==> src/rtl/rf_write_arb_pkg.sv <==
// Shared types and widths for the register-file write arbiter.
// Imported by the FIFO, the interface users and the top.
package rf_write_arb_pkg;

    localparam int REG_W = 5;
    localparam int XLEN  = 32;

    typedef struct packed {
        logic [REG_W-1:0] rd;
        logic [XLEN-1:0]  data;
    } rf_wr_t;

    function automatic logic [XLEN-1:0] onehot_rd(input logic [REG_W-1:0] rd);
        logic [XLEN-1:0] m;
        m     = '0;
        m[rd] = 1'b1;
        return m;
    endfunction

endpackage

==> src/rtl/rf_write_arb_if.sv <==
// Pipeline-facing bundle of the register-file write arbiter.
// master = pipeline / MDU side, slave = arbiter.
interface rf_write_arb_if;
    import rf_write_arb_pkg::*;

    logic             wb_wen;
    logic [REG_W-1:0] wb_rd;
    logic [XLEN-1:0]  wb_data;
    logic             mdu_valid;
    logic [REG_W-1:0] mdu_rd;
    logic [XLEN-1:0]  mdu_data;
    logic             mdu_ready;
    logic             stall_req;
    logic             rf_wen;
    logic [REG_W-1:0] rf_waddr;
    logic [XLEN-1:0]  rf_wdata;
    logic             fwd_valid;
    logic [REG_W-1:0] fwd_rd;
    logic [XLEN-1:0]  fwd_data;
    logic [XLEN-1:0]  pend_mask;
    logic             proto_err;

    modport master (
        output wb_wen, wb_rd, wb_data,
        output mdu_valid, mdu_rd, mdu_data,
        input  mdu_ready, stall_req,
        input  rf_wen, rf_waddr, rf_wdata,
        input  fwd_valid, fwd_rd, fwd_data,
        input  pend_mask, proto_err
    );

    modport slave (
        input  wb_wen, wb_rd, wb_data,
        input  mdu_valid, mdu_rd, mdu_data,
        output mdu_ready, stall_req,
        output rf_wen, rf_waddr, rf_wdata,
        output fwd_valid, fwd_rd, fwd_data,
        output pend_mask, proto_err
    );

endinterface

==> src/rtl/rf_write_arb_mdu_res_fifo.sv <==
// In-order FIFO of MDU results with per-entry kill bits for WAW.
// Killed entries keep their slot until popped.
module mdu_res_fifo
    import rf_write_arb_pkg::*;
#(
    parameter int DEPTH = 2
) (
    input  logic                clk,
    input  logic                rst,
    input  logic                i_push,
    input  rf_wr_t              i_push_data,
    input  logic                i_pop,
    input  logic                i_kill_en,
    input  logic [REG_W-1:0]    i_kill_rd,
    output rf_wr_t              o_head,
    output logic                o_head_kill,
    output logic                o_full,
    output logic                o_empty,
    output logic [XLEN-1:0]     o_live_mask
);

    localparam int AW = $clog2(DEPTH);
    localparam int PW = AW + 1;

    rf_wr_t           r_mem [DEPTH];
    logic [DEPTH-1:0] r_kill;
    logic [PW-1:0]    r_wptr;
    logic [PW-1:0]    r_rptr;
    logic [PW-1:0]    w_count;
    logic [XLEN-1:0]  w_live;

    assign w_count = r_wptr - r_rptr;
    assign o_empty = (r_wptr == r_rptr);
    assign o_full  = (r_wptr[AW] != r_rptr[AW]) &&
                     (r_wptr[AW-1:0] == r_rptr[AW-1:0]);

    assign o_head      = r_mem[r_rptr[AW-1:0]];
    assign o_head_kill = r_kill[r_rptr[AW-1:0]];

    // Slot i is valid when its distance from the read pointer is below count.
    always_comb begin
        w_live = '0;
        for (int i = 0; i < DEPTH; i++) begin
            if (PW'(AW'(AW'(i) - r_rptr[AW-1:0])) < w_count && !r_kill[i])
                w_live = w_live | onehot_rd(r_mem[i].rd);
        end
        w_live[0] = 1'b0;
    end

    assign o_live_mask = w_live;

    always_ff @(posedge clk) begin
        if (i_push)
            r_mem[r_wptr[AW-1:0]] <= i_push_data;
    end

    always_ff @(posedge clk or posedge rst) begin
        if (rst) begin
            r_wptr <= '0;
            r_rptr <= '0;
            r_kill <= '0;
        end else begin
            if (i_push)
                r_wptr <= r_wptr + 1'b1;
            if (i_pop)
                r_rptr <= r_rptr + 1'b1;
            for (int i = 0; i < DEPTH; i++) begin
                if (i_kill_en && r_mem[i].rd == i_kill_rd)
                    r_kill[i] <= 1'b1;
            end
            // The freshly written slot is older-than-nothing: never killed this cycle.
            if (i_push)
                r_kill[r_wptr[AW-1:0]] <= 1'b0;
        end
    end

endmodule

==> src/rtl/rf_write_arb.sv <==
// Register-file write port arbiter: writeback first, buffered MDU results
// drain into idle slots; starvation raises a one-cycle stall request.
module rf_write_arb
    import rf_write_arb_pkg::*;
#(
    parameter int DEPTH    = 2,
    parameter int MAX_WAIT = 4
) (
    input  logic          clk,
    input  logic          rst,
    rf_write_arb_if.slave bus
);

    localparam int CW = $clog2(MAX_WAIT + 1);

    rf_wr_t          w_head;
    logic            w_head_kill;
    logic            w_full;
    logic            w_empty;
    logic [XLEN-1:0] w_live;
    logic            w_push;
    logic            w_pop;
    logic            w_wb_wr;
    logic            w_rf_wen;
    logic [REG_W-1:0] w_waddr;
    logic [XLEN-1:0] w_wdata;
    logic [CW-1:0]   r_cnt;
    logic            r_stall;
    logic            r_perr;

    assign bus.mdu_ready = !w_full;
    assign w_push  = bus.mdu_valid && !w_full && (bus.mdu_rd != '0);
    assign w_wb_wr = !rst && bus.wb_wen && (bus.wb_rd != '0);
    assign w_pop   = !rst && !bus.wb_wen && !w_empty;

    mdu_res_fifo #(
        .DEPTH (DEPTH)
    ) u_fifo (
        .clk         (clk),
        .rst         (rst),
        .i_push      (w_push),
        .i_push_data ('{rd: bus.mdu_rd, data: bus.mdu_data}),
        .i_pop       (w_pop),
        .i_kill_en   (w_wb_wr),
        .i_kill_rd   (bus.wb_rd),
        .o_head      (w_head),
        .o_head_kill (w_head_kill),
        .o_full      (w_full),
        .o_empty     (w_empty),
        .o_live_mask (w_live)
    );

    always_comb begin
        w_rf_wen = 1'b0;
        w_waddr  = '0;
        w_wdata  = '0;
        unique case (1'b1)
            w_wb_wr: begin
                w_rf_wen = 1'b1;
                w_waddr  = bus.wb_rd;
                w_wdata  = bus.wb_data;
            end
            w_pop: begin
                w_rf_wen = !w_head_kill;
                w_waddr  = w_head.rd;
                w_wdata  = w_head.data;
            end
            default: ;
        endcase
    end

    assign bus.rf_wen    = w_rf_wen;
    assign bus.rf_waddr  = w_waddr;
    assign bus.rf_wdata  = w_wdata;
    assign bus.fwd_valid = w_rf_wen;
    assign bus.fwd_rd    = w_waddr;
    assign bus.fwd_data  = w_wdata;
    assign bus.pend_mask = w_live;
    assign bus.stall_req = r_stall;
    assign bus.proto_err = r_perr;

    always_ff @(posedge clk or posedge rst) begin
        if (rst) begin
            r_cnt   <= '0;
            r_stall <= 1'b0;
            r_perr  <= 1'b0;
        end else begin
            if (w_empty || w_pop) begin
                r_cnt   <= '0;
                r_stall <= 1'b0;
            end else begin
                // Saturate so a violating pipeline keeps the request up.
                if (r_cnt != CW'(MAX_WAIT - 1))
                    r_cnt <= r_cnt + 1'b1;
                else
                    r_stall <= 1'b1;
            end
            if (bus.wb_wen && r_stall)
                r_perr <= 1'b1;
        end
    end

endmodule

==> src/flat_wrapper.sv <==
// flat-port wrapper written by rule: the top's interface ports become plain ports
module rf_write_arb_flat import rf_write_arb_pkg::*;
#(
    parameter int DEPTH    = 2,
    parameter int MAX_WAIT = 4
)
  (clk, rst, bus_wb_wen, bus_wb_rd, bus_wb_data, bus_mdu_valid, bus_mdu_rd, bus_mdu_data, bus_mdu_ready, bus_stall_req, bus_rf_wen, bus_rf_waddr, bus_rf_wdata, bus_fwd_valid, bus_fwd_rd, bus_fwd_data, bus_pend_mask, bus_proto_err);
  rf_write_arb_if bus_i ();
  input  logic clk;
  input  logic rst;
  input wire logic [$bits(bus_i.wb_wen)-1:0] bus_wb_wen;
  input wire logic [$bits(bus_i.wb_rd)-1:0] bus_wb_rd;
  input wire logic [$bits(bus_i.wb_data)-1:0] bus_wb_data;
  input wire logic [$bits(bus_i.mdu_valid)-1:0] bus_mdu_valid;
  input wire logic [$bits(bus_i.mdu_rd)-1:0] bus_mdu_rd;
  input wire logic [$bits(bus_i.mdu_data)-1:0] bus_mdu_data;
  output wire logic [$bits(bus_i.mdu_ready)-1:0] bus_mdu_ready;
  output wire logic [$bits(bus_i.stall_req)-1:0] bus_stall_req;
  output wire logic [$bits(bus_i.rf_wen)-1:0] bus_rf_wen;
  output wire logic [$bits(bus_i.rf_waddr)-1:0] bus_rf_waddr;
  output wire logic [$bits(bus_i.rf_wdata)-1:0] bus_rf_wdata;
  output wire logic [$bits(bus_i.fwd_valid)-1:0] bus_fwd_valid;
  output wire logic [$bits(bus_i.fwd_rd)-1:0] bus_fwd_rd;
  output wire logic [$bits(bus_i.fwd_data)-1:0] bus_fwd_data;
  output wire logic [$bits(bus_i.pend_mask)-1:0] bus_pend_mask;
  output wire logic [$bits(bus_i.proto_err)-1:0] bus_proto_err;
  assign bus_i.wb_wen = bus_wb_wen;
  assign bus_i.wb_rd = bus_wb_rd;
  assign bus_i.wb_data = bus_wb_data;
  assign bus_i.mdu_valid = bus_mdu_valid;
  assign bus_i.mdu_rd = bus_mdu_rd;
  assign bus_i.mdu_data = bus_mdu_data;
  assign bus_mdu_ready = bus_i.mdu_ready;
  assign bus_stall_req = bus_i.stall_req;
  assign bus_rf_wen = bus_i.rf_wen;
  assign bus_rf_waddr = bus_i.rf_waddr;
  assign bus_rf_wdata = bus_i.rf_wdata;
  assign bus_fwd_valid = bus_i.fwd_valid;
  assign bus_fwd_rd = bus_i.fwd_rd;
  assign bus_fwd_data = bus_i.fwd_data;
  assign bus_pend_mask = bus_i.pend_mask;
  assign bus_proto_err = bus_i.proto_err;
  rf_write_arb #(.DEPTH(DEPTH), .MAX_WAIT(MAX_WAIT)) u_core (.clk(clk), .rst(rst), .bus(bus_i));
endmodule
==> config.mk <==
export PLATFORM = sky130hd
export DESIGN_NAME = rf_write_arb_flat
export DESIGN_NICKNAME = d
export VERILOG_FILES = /design/src/rtl/rf_write_arb_pkg.sv /design/src/rtl/rf_write_arb_if.sv /design/src/rtl/rf_write_arb_mdu_res_fifo.sv /design/src/rtl/rf_write_arb.sv /design/src/flat_wrapper.sv
export SDC_FILE = /design/constraint.sdc
export NUM_CORES = 1
export LEC_CHECK = 0
export CAP_MARGIN = 0
export CELL_PAD_IN_SITES_DETAIL_PLACEMENT = 1
export CELL_PAD_IN_SITES_GLOBAL_PLACEMENT = 1
export CORE_MARGIN = 3
export CORE_UTILIZATION = 29
export DETAILED_ROUTE_END_ITERATION = 6
export PLACE_DENSITY = 0.87
export SYNTH_ARGS = -nofsm -noshare
export SYNTH_HDL_FRONTEND = slang
export SYNTH_SLANG_ARGS = --single-unit
==> constraint.sdc <==
create_clock -name clk -period 2.9 [get_ports clk]
set_input_delay 0.87 -clock clk [delete_from_list [all_inputs] [get_ports clk]]
set_output_delay 0.87 -clock clk [all_outputs]
set_load 0.005 [all_outputs]
==> summary.md <==
| Metric | Value |
|---|---|
| Power density over cell area | `897 mW/mm²` |
| Synth Area in Compound Gates | `0.107` |
| Final instance area | `0.00736 mm²` |
| Mapped Nets | `460` |
| Final Worst Setup Slack | `-323 ps` |
| Synthesized instance count | `377` |
| Vias per cell | `4.92` |
| Root buffer cell | `clkbuf_16` |
| Final hold violation count | `0` |
| Synthesis Warnings | `0` |
| # nets final | `678` |
| Synth Flop Type | `edfxtp_1` |
| Num CTS Buffers | `9` |
| Crit-path cells | `buf_8, or4_4, o21a_4, buf_12, buf_8, nand2_4, o21ai_4, buf_2` |
| Post-synthesis cell area | `0.00439 mm²` |
| Mux cell area share after synthesis | `0.0867` |
| Met3 Use GR | `0.0394` |
| Vias | `3,856` |
| Xor and xnor area share after synthesis | `0.0319` |
| Met1 Usage GRT | `0.209` |
| CTS tree | `yes` |
| Synth Area in Simple Gates | `0.0918` |
| GPL Wtd Cong | `0.805` |
| Drt total wl | `16,200 µm` |
| Post-synth EDFFs | `74` |
| Most frequent CP cell | `buf_8` |
| Slowest stage delay, CP | `530 ps` |
| Final setup violation count | `98` |
| Global route total overflow | `0` |
| Global Route Usage Sum | `0.191` |
| FF+latch count, synth | `85` |
| Critical path launch point | `bus_wb_rd[4]` |
| Worst hold slack | `467 ps` |
| Placed Area | `0.00645 mm²` |
| Seq/Total Area, Yosys | `0.569` |
| IO Count | `189` |
| Initial Util | `0.300` |
| Most Crowded Layer GR | `met2` |
| Largest family of logic cells by synthesized area | `compound AO/OA/AOI/OAI gates` |
| Worst setup path category | `primary input to output port` |
| Clock Path Buffers | `2` |
| Maximum fanout along the worst path | `8` |
| Synth area leader | `edfxtp_1` |
| Dpl hpwl | `10,600 µm` |
| Top-count cell post-synth | `edfxtp_1` |
| Largest net degree at the start of global routing | `38` |
| Core ar. | `0.0146 mm²` |
| DRT Pass-1 Iters | `4` |
| HP Start | `u_core.bus.proto_err$_DFFE_PP0P_` |
| Worst-margin pin slew | `1150 ps` |
| Type of origin of the critical path | `primary input` |
| Antenna viol nets, final | `0` |
| Clock sinks | `85` |
| Arrival time at the worst endpoint | `2350 ps` |
| DIE HEIGHT | `129 µm` |
| Post-synthesis adder-cell area fraction | `0.0143` |
| CP required | `2030 ps` |
| R2R Path Start | `u_core.u_fifo.r_wptr[1]$_DFFE_PP0P_` |
| Ant diodes | `0` |
| Worst-Skew Late Latency | `330 ps` |
| Slowest CP cell | `or4_4` |
| Failing checks | `negative setup slack` |
| Top post-synthesis cells by count | `edfxtp_1, nand2_1, buf_4` |
| Initial antenna violation count | `1` |
| First-pass GRT wire length | `24,600 µm` |
| Layout area overhead | `67.8%` |
| Width of the die | `129 µm` |
| Asr flop ratio synth | `0.129` |
| Outcome | `complete, but fails checks` |
| Peak supply drop | `0.000328 V` |
| Final period util | `1.11` |
| RSZ-0062 raised after global routing | `true` |
| I/O Buffers | `187` |
| Main area contributors after synthesis | `edfxtp_1, mux2i_1, buf_4` |
| Filler cells | `1,545` |
| CP endpoint kind | `output port` |
| Die area | `0.0166 mm²` |
| Reg clk slew, reported paths | `60 ps` |
| Vias in the first global route | `4,425` |
| Hold_buf cts | `0` |
| Pins Over Slew Limit | `0` |
| Leakage | `3.07 nW` |
| Num rows | `44` |
| Max Clock Skew | `5.12 ps` |
| Initial DRC count | `140` |
| M2 GR Usage | `0.369` |
| Synth top area share | `0.507` |
| Hold Crit Class | `flip-flop to flip-flop` |
| Drt wl/cell | `20.7 µm` |
| Max Fclk | `310 MHz` |
| Share of cells above drive strength 1 | `0.510` |
| Final core utilization | `0.503` |
| Max Cap Viol | `0` |
| Unique masters post-synth | `36` |
| Total number of H-tree levels | `3` |
| Avg Cell Area, Syn | `11.6 µm²` |
| Min Tclk post-route | `3220 ps` |
| DRC | `0` |
| Rel. slew slack | `0.232` |
[worst max-delay path, delay by kind of cell]
family                 cells  cell delay [ps]
and+or+nand+nor            2              580
buffers and inverters      4              550
AOI/OAI and AO/OA          2              350
[stage by stage]
step	TNS (ps)	power, mW	cells	worst slack [ps]
after floorplan	-2330	3.35	377	-103
after global placement	-65050	4.47	728	-877
after detailed placement	-73480	4.61	728	-943
after CTS	-20020	6.32	778	-330
after global routing	-24330	6.96	784	-346
final	-19810	6.61	784	-323
[repair_timing]
| item | CTS | global route |
|---|---|---|
| gates resized for setup | 553 | 69 |
| setup buffers | 35 | 6 |
| endpoints found under the setup margin | 107 | 103 |
| cloned | 3 | 0 |
| pin swaps | 53 | 17 |
[cells by family (layout without fill, tap and decap cells)]
group / count (synthesis) / after routing
XOR/XNOR: 16 / 16
other: 1 / 1
flip-flops: 85 / 85
AND/OR/NAND/NOR: 86 / 86
AO/OA/AOI/OAI: 80 / 80
buffers and inverters: 66 / 289
adder cells (fa/ha/maj): 5 / 5
multiplexers: 38 / 38
[worst paths after layout]
check | to | slack [ps] | cells after the start
min | u_core.bus.proto_err$_DFFE_PP0P_ | 470 | 1
max | bus_rf_wdata[22] | -320 | 8
max reg2reg | u_core.u_fifo.r_mem[0][18]$_DFFE_PP_ | 280 | 6
min reg2reg | u_core.bus.proto_err$_DFFE_PP0P_ | 470 | 1
max in group asynchronous | u_core.u_fifo.r_rptr[0]$_DFFE_PP0N_ | 1770 | 3
min in group asynchronous | u_core.bus.proto_err$_DFFE_PP0P_ | 810 | 3
[layer usage]
layer / wire (µm) / part of all wire / vias to the layer above
li1: - / - / 1784
met1: 6080 / 0.37 / 1894
met2: 8910 / 0.55 / 146
met3: 833 / 0.051 / 30
met4: 403 / 0.025 / 2
met5: 13 / 0.00080 / -
[area by class of cell]
cell class              instances  area, µm²  area share
clock buffers                  10        229      0.0311
multi-input cells             226       2150       0.292
well taps                     184        230      0.0313
repair buffers                267       2180       0.296
clock inverters                 6       53.8     0.00731
flip-flops and latches         85       2500       0.339
inverters                       6       22.5     0.00306
[power by group]
part           internal, mW  leakage [nW]  switching [mW]  total (mW)
Combinational          1.71          2.11            1.85        3.56
Sequential             1.78         0.822           0.189        1.96
Clock                 0.656         0.135           0.423        1.08
Total                  4.14          3.07            2.46        6.61
[state kept, by name (all words and copies together), names as in the netlist]
register / count
u_core.bus.stall_req: 1
u_core.u_fifo.r_mem: 74
u_core.u_fifo.r_rptr: 2
u_core.u_fifo.r_kill: 2
u_core.r_cnt: 3
u_core.u_fifo.r_wptr: 2
u_core.bus.proto_err: 1
[layout by cell type (no fill, tap or decap), types with 4 or more instances in the layout]
cell type	count
buf_6	29
buf_12	4
nor2_4	4
clkdlybuf4s50_1	73
clkbuf_2	10
o21ai_4	9
o21ai_1	4
o22ai_4	10
dfrtp_1	10
xnor2_1	7
clkbuf_16	9
nand2_4	16
nand2_1	21
o21ai_0	11
xor2_1	8
edfxtp_1	74
inv_1	5
nor2_1	10
buf_4	48
o22ai_2	21
o21ai_2	15
buf_2	94
nand2_2	8
nand3b_1	7
mux2i_1	38
No activity file was read; power rests on OpenSTA's default activity.
